[config.mk]
export PLATFORM = sky130hd
export DESIGN_NAME = fpu_share_sched
export DESIGN_NICKNAME = d
export VERILOG_FILES = /design/src/rtl/fpu_share_sched_pkg.sv /design/src/rtl/fpu_share_sched_arb.sv /design/src/rtl/fpu_share_sched.sv
export SDC_FILE = /design/constraint.sdc
export NUM_CORES = 1
export LEC_CHECK = 0
export ABC_CLOCK_PERIOD_IN_PS = 3300
export BUFFER_PORTS_ARGS = -buffer_cell sky130_fd_sc_hd__clkbuf_2
export CORE_MARGIN = 1.5
export CORE_UTILIZATION = 25
export DETAILED_ROUTE_END_ITERATION = 8
export PLACE_DENSITY = 0.6
export SYNTH_ARGS = -nofsm -noshare
export SYNTH_HDL_FRONTEND = slang
export SYNTH_SLANG_ARGS = --single-unit
[constraint.sdc]
create_clock -name clk -period 3.3 [get_ports clk]
set_input_delay 0.33 -clock clk [delete_from_list [all_inputs] [get_ports clk]]
set_output_delay 0.33 -clock clk [all_outputs]
set_load 0.1 [all_outputs]
[src/rtl/fpu_share_sched_pkg.sv]
// Shared types and helpers for the FPU sharing scheduler.
package FPU_sched_pkg;

   typedef enum logic {
      OP_ADD = 1'b0,
      OP_MUL = 1'b1
   } fpu_op_e;

   typedef enum logic [1:0] {
      RUN,
      DRAIN,
      IDLE
   } sched_state_e;

   localparam int unsigned MAX_REQ = 8;

   // Callers truncate the result to their own requester count.
   function automatic logic [MAX_REQ-1:0] onehot(input logic [2:0] idx);
      logic [MAX_REQ-1:0] v;
      v      = '0;
      v[idx] = 1'b1;
      return v;
   endfunction

endpackage

[src/rtl/fpu_share_sched_arb.sv]
// Round-robin arbiter: combinational grant from a registered priority pointer.
module rr_arbiter
   import FPU_sched_pkg::*;
#(
   parameter  int unsigned N_REQ = 4,
   localparam int unsigned IW    = (N_REQ > 1) ? $clog2(N_REQ) : 1
) (
   input  logic             clk,
   input  logic             rst,
   input  logic             en,
   input  logic [N_REQ-1:0] req,
   output logic [N_REQ-1:0] grant,
   output logic [IW-1:0]    gnt_id,
   output logic             gnt_valid
);

   logic [IW-1:0] ptr;

   always_comb begin
      int unsigned idx;
      gnt_valid = 1'b0;
      gnt_id    = '0;
      idx       = 0;
      for (int unsigned i = 0; i < N_REQ; i++) begin
         idx = 32'(ptr) + i;
         if (idx >= N_REQ) idx = idx - N_REQ;
         if (en && !gnt_valid && req[IW'(idx)]) begin
            gnt_valid = 1'b1;
            gnt_id    = IW'(idx);
         end
      end
   end

   assign grant = gnt_valid ? N_REQ'(onehot(3'(gnt_id))) : '0;

   always_ff @(posedge clk or posedge rst) begin
      if (rst) begin
         ptr <= '0;
      end else if (gnt_valid) begin
         ptr <= (gnt_id == IW'(N_REQ - 1)) ? '0 : gnt_id + IW'(1);
      end
   end

endmodule

[src/rtl/fpu_share_sched.sv]
// Time-multiplexes one pipelined FPU among N_REQ requesters; results are
// routed back to the issuing requester via a tag pipe matched to FPU latency.
module fpu_share_sched
   import FPU_sched_pkg::*;
#(
   parameter  int unsigned N_REQ   = 4,
   parameter  int unsigned n_exp   = 8,
   parameter  int unsigned n_mant  = 23,
   parameter  int unsigned FPU_LAT = 3,
   localparam int unsigned W       = 1 + n_exp + n_mant
) (
   input  logic                     clk,
   input  logic                     rst,
   input  logic [N_REQ-1:0]         req_valid,
   input  logic [N_REQ-1:0]         req_op,
   input  logic [N_REQ-1:0][W-1:0]  req_a,
   input  logic [N_REQ-1:0][W-1:0]  req_b,
   output logic [N_REQ-1:0]         req_ready,
   output logic                     fpu_valid,
   output logic                     fpu_op,
   output logic [W-1:0]             fpu_a,
   output logic [W-1:0]             fpu_b,
   input  logic [W-1:0]             fpu_result,
   output logic [N_REQ-1:0]         res_valid,
   output logic [W-1:0]             res_data,
   input  logic                     flush,
   output logic                     idle
);

   localparam int unsigned IW = (N_REQ > 1) ? $clog2(N_REQ) : 1;
   localparam int unsigned CW = $clog2(FPU_LAT + 2);

   sched_state_e               state, state_nx;
   logic                       gnt_valid;
   logic [IW-1:0]              gnt_id;
   fpu_op_e                    op_q;
   logic [FPU_LAT:0]           tag_v;
   logic [FPU_LAT:0][IW-1:0]   tag_id;
   logic [CW-1:0]              cnt;

   rr_arbiter #(.N_REQ(N_REQ)) u_arb (
      .clk       (clk),
      .rst       (rst),
      .en        (state == RUN),
      .req       (req_valid),
      .grant     (req_ready),
      .gnt_id    (gnt_id),
      .gnt_valid (gnt_valid)
   );

   always_ff @(posedge clk or posedge rst) begin
      if (rst) state <= IDLE;
      else     state <= state_nx;
   end

   // Dropping flush mid-drain still finishes the drain and visits IDLE once.
   always_comb begin
      state_nx = state;
      case (state)
         RUN:     if (flush)       state_nx = DRAIN;
         DRAIN:   if (cnt == '0)   state_nx = IDLE;
         IDLE:    if (!flush)      state_nx = RUN;
         default:                  state_nx = IDLE;
      endcase
   end

   assign idle   = (state == IDLE);
   assign fpu_op = op_q;

   always_ff @(posedge clk or posedge rst) begin
      if (rst) begin
         fpu_valid <= 1'b0;
         fpu_a     <= '0;
         fpu_b     <= '0;
         op_q      <= OP_ADD;
         tag_v     <= '0;
         tag_id    <= '0;
         cnt       <= '0;
         res_valid <= '0;
         res_data  <= '0;
      end else begin
         fpu_valid <= gnt_valid;
         if (gnt_valid) begin
            fpu_a <= req_a[gnt_id];
            fpu_b <= req_b[gnt_id];
            op_q  <= fpu_op_e'(req_op[gnt_id]);
         end
         tag_v  <= {tag_v[FPU_LAT-1:0], gnt_valid};
         tag_id <= {tag_id[FPU_LAT-1:0], gnt_id};
         res_valid <= tag_v[FPU_LAT] ? N_REQ'(onehot(3'(tag_id[FPU_LAT]))) : '0;
         if (tag_v[FPU_LAT]) res_data <= fpu_result;
         case ({gnt_valid, tag_v[FPU_LAT]})
            2'b10:   cnt <= cnt + CW'(1);
            2'b01:   cnt <= cnt - CW'(1);
            default: cnt <= cnt;
         endcase
      end
   end

endmodule

==> metrics.yaml <==
sta:
  timing.final.crit_share: 0.867
  setup_total_negative_slack_ns: 0
  total_count_of_max_transition_violations_in_the_final_report: 0
  report.final.setup_viol: 0
  slew-limit-headroom: 0.515
  achievable-frequency_ghz: 0.350
  setup_slack_ns: 0.439
  fin_hold_viols: 0
  max_slew.worst_pin.slew_ns: 0.727
  finalWorstPathRequiredPeriod_ns: 2.86
  clock-skew-final_ns: 0.0144
  rsz0062_at_grt: "false"
worst_setup_path:
  worst_path_largest_cell_delay_ns: 0.42
  crit_path_frequent_cell: "and2_1"
  category_of_the_critical_setup_timing_path: "flop to primary output"
  cp.buffers_inverters: 2
  timing.critical_path.fanout_max: 6
  worstSetupEndpointType: "primary output"
  critical_path.startpoint_type: "flop"
  cp.arrival_ns: 2.53
  critPathRequiredTime_ns: 2.97
  crit_path_top_delay_cell: "dfrtp_1"
  cpLargestDelayFamily: "compound AO/OA/AOI/OAI gates"
  cp_cell_sequence: "and2_1, a311o_1, a221oi_4, inv_1, ha_1, and2_1, clkbuf_2"
cells_and_area:
  finish.net_count: 1479
  area_growth_syn_to_layout_pct: 41.1
  final_layout_size_suffix_gt1_frac: 0.415
  layout_commonest_cell: "clkbuf_2"
  most-common-layout-cells: "clkbuf_2 (404), dfrtp_1 (119), o21ai_0 (103)"
  final_cell_area_um2: 10100
clock_network:
  tritoncts_num_sinks: 120
  cts_setup_buffers: 0
  cts_buffers: 17
  cts_tree: "yes"
  ctsHoldBuffers: 0
  clkLatencyLatePin_ns: 0.42
  h-tree-depth: 4
  clk_pin_slew_worst_paths_ns: 0.07
  cts-resized-gates: 0
  clock_tree.buffer_depth: 2
  clk_root_buffer_cell: "clkbuf_16"
yosys:
  synth_adder_area_share: 0.0115
  avg_inst_size_synth_um2: 8.71
  post_synth_inst_count: 823
  yosysSeqAreaShare: 0.419
  synthTopCellsByArea: "dfrtp_1 (42%), o21ai_0 (7.2%), a21o_1 (6.9%), a21boi_0 (6.8%), and3_1 (5.9%)"
  synth_top_area_frac: 0.416
  synth-async-reset-ratio: 1.00
  synth_top_family_by_area: "compound AO/OA/AOI/OAI gates"
  syn-cell-area_um2: 7160
  count_of_flip_flops_with_a_built_in_enable_after_synthesis: 0
  synth_top_cell_by_area: "dfrtp_1"
  post_synthesis_compound_gate_area_fraction: 0.297
  post_synth_mux_area_share: 0.0517
  synth.ff_latch_count: 120
  post_synth_num_cell_types: 36
  synthSimpleGateAreaFrac: 0.160
  synthesis.yosys.warnings: 0
  synth.net_count: 1128
  post_synth_xor_area_fraction: 0.00367
  ys_dominant_reg_cell: "dfrtp_1"
floorplanning:
  die_area_um2: 29700
  floorplan.rows: 61
  floorplan.die.height_um: 172
  initial_utilization: 0.256
  placeableCoreArea_um2: 28000
  die_w_um: 172
  ports: 406
route:
  first_pass_iters: 4
  drcViolationCount: 0
  route.detailed.wl_per_inst_um: 16.8
  final_antenna_net_count: 0
  drt-total-wl_mm: 26.4
  detailroute.via_count: 7548
  via_per_inst: 4.82
  detailed_router_s_first_iteration_violation_count: 386
placement:
  placement.setup.worst_slack_ns: 0.600
  gp_congestion: 0.834
  placement.io_buffers: 405
  placed_cell_area_um2: 9500
  dpl_hpwl_mm: 18.9
grt:
  grt_pass1_wl_mm: 38.5
  number_of_antenna_violations_at_the_first_check_in_global_routing: 0
  globalRoute.totalOverflow: 0
  global_route.usage.total: 0.170
  grt_max_degree: 112
  grt_pass1_vias: 6945
job:
  drv.max_cap_violation_count: 0
run_status:
  outcome: "finished, final reports clean"
min_path:
  hold_path_class: "input pin to asynchronous set/reset pin"
## metal layers
layer / GRT usage / up-vias / wire (um)
li1: - / 3695 / -
met1: 0.215 / 3540 / 11500
met2: 0.289 / 296 / 12800
met3: 0.0421 / 17 / 1850
met4: 0.0457 / 0 / 284
met5: 0 / - / 0
## layout make-up
type,instances,area [um^2]
clock buffer,17,425
timing repair buffer,422,2220
clock inverter,15,179
antenna,1,2.50
fill,2932,17900
tap,378,473
sequential,120,3000
multi-input combinational,604,3760
inverter,9,40.0
## worst reg2reg max path: cells and delay by family, from the launching register on
| family | cells | cell delay (ns) |
|---|---|---|
| AO/OA/AOI/OAI | 4 | 1.44 |
| buffers and inverters | 1 | 0.56 |
| flip-flops | 1 | 0.42 |
| AND/OR/NAND/NOR | 1 | 0.20 |
## synth_stat cells (all sizes together), types with 2 or more instances
| library cell | instances |
|---|---|
| ha | 5 |
| nand2b | 4 |
| buf | 28 |
| nor2b | 2 |
| mux2 | 32 |
| clkbuf | 62 |
| xor2 | 2 |
| and3 | 67 |
| a21boi | 65 |
| dfrtp | 119 |
| inv | 9 |
| a21o | 66 |
| nand2 | 6 |
| nor2 | 72 |
| and2 | 5 |
| a31oi | 66 |
| nand3 | 66 |
| o21ai | 132 |
## through the flow
stage | hold WS, ns | util | instances
global placement | 0.333 | 0.339 | 1533
detailed placement | 0.335 | 0.339 | 1533
global route | 0.0493 | 0.361 | 1565
floorplan | 0.331 | - | 823
CTS | 0.0276 | 0.361 | 1565
finish | 0.0147 | 0.361 | 1566
## path summary, 6_finish.rpt
| kind | slack, ns | startpoint | endpoint | depth (start not counted) |
|---|---|---|---|---|
| max in group asynchronous | 2.76 | rst | fpu_a[18] | 3 |
| max reg2reg | 0.60 | u_arb.ptr[1] | fpu_b[31] | 6 |
| max | 0.44 | u_arb.ptr[1] | req_ready[0] | 7 |
| min | 0.01 | rst | fpu_b[20] | 3 |
| min reg2reg | 0.34 | tag_id[2] | tag_id[4] | 0 |
| min in group clk | 0.14 | flush | state[1] | 3 |
## state kept, by name, indices dropped and copies added (netlist names)
signal,count
cnt,3
fpu_b,32
fpu_op,1
res_data,32
res_valid,4
tag_v,4
tag_id,8
state,2
u_arb.ptr,2
fpu_a,32
## cells by family after synthesis
| kind of cell | Yosys count |
|---|---|
| AOI/OAI and AO/OA | 335 |
| xor gates and xnor gates | 3 |
| adders and majority gates | 6 |
| buffers and inverters | 99 |
| DFF | 120 |
| muxes | 33 |
| and+or+nand+nor | 227 |
Power is not shown: default switching activity piles up to over one toggle a cycle in this logic, so the estimate is an artifact.
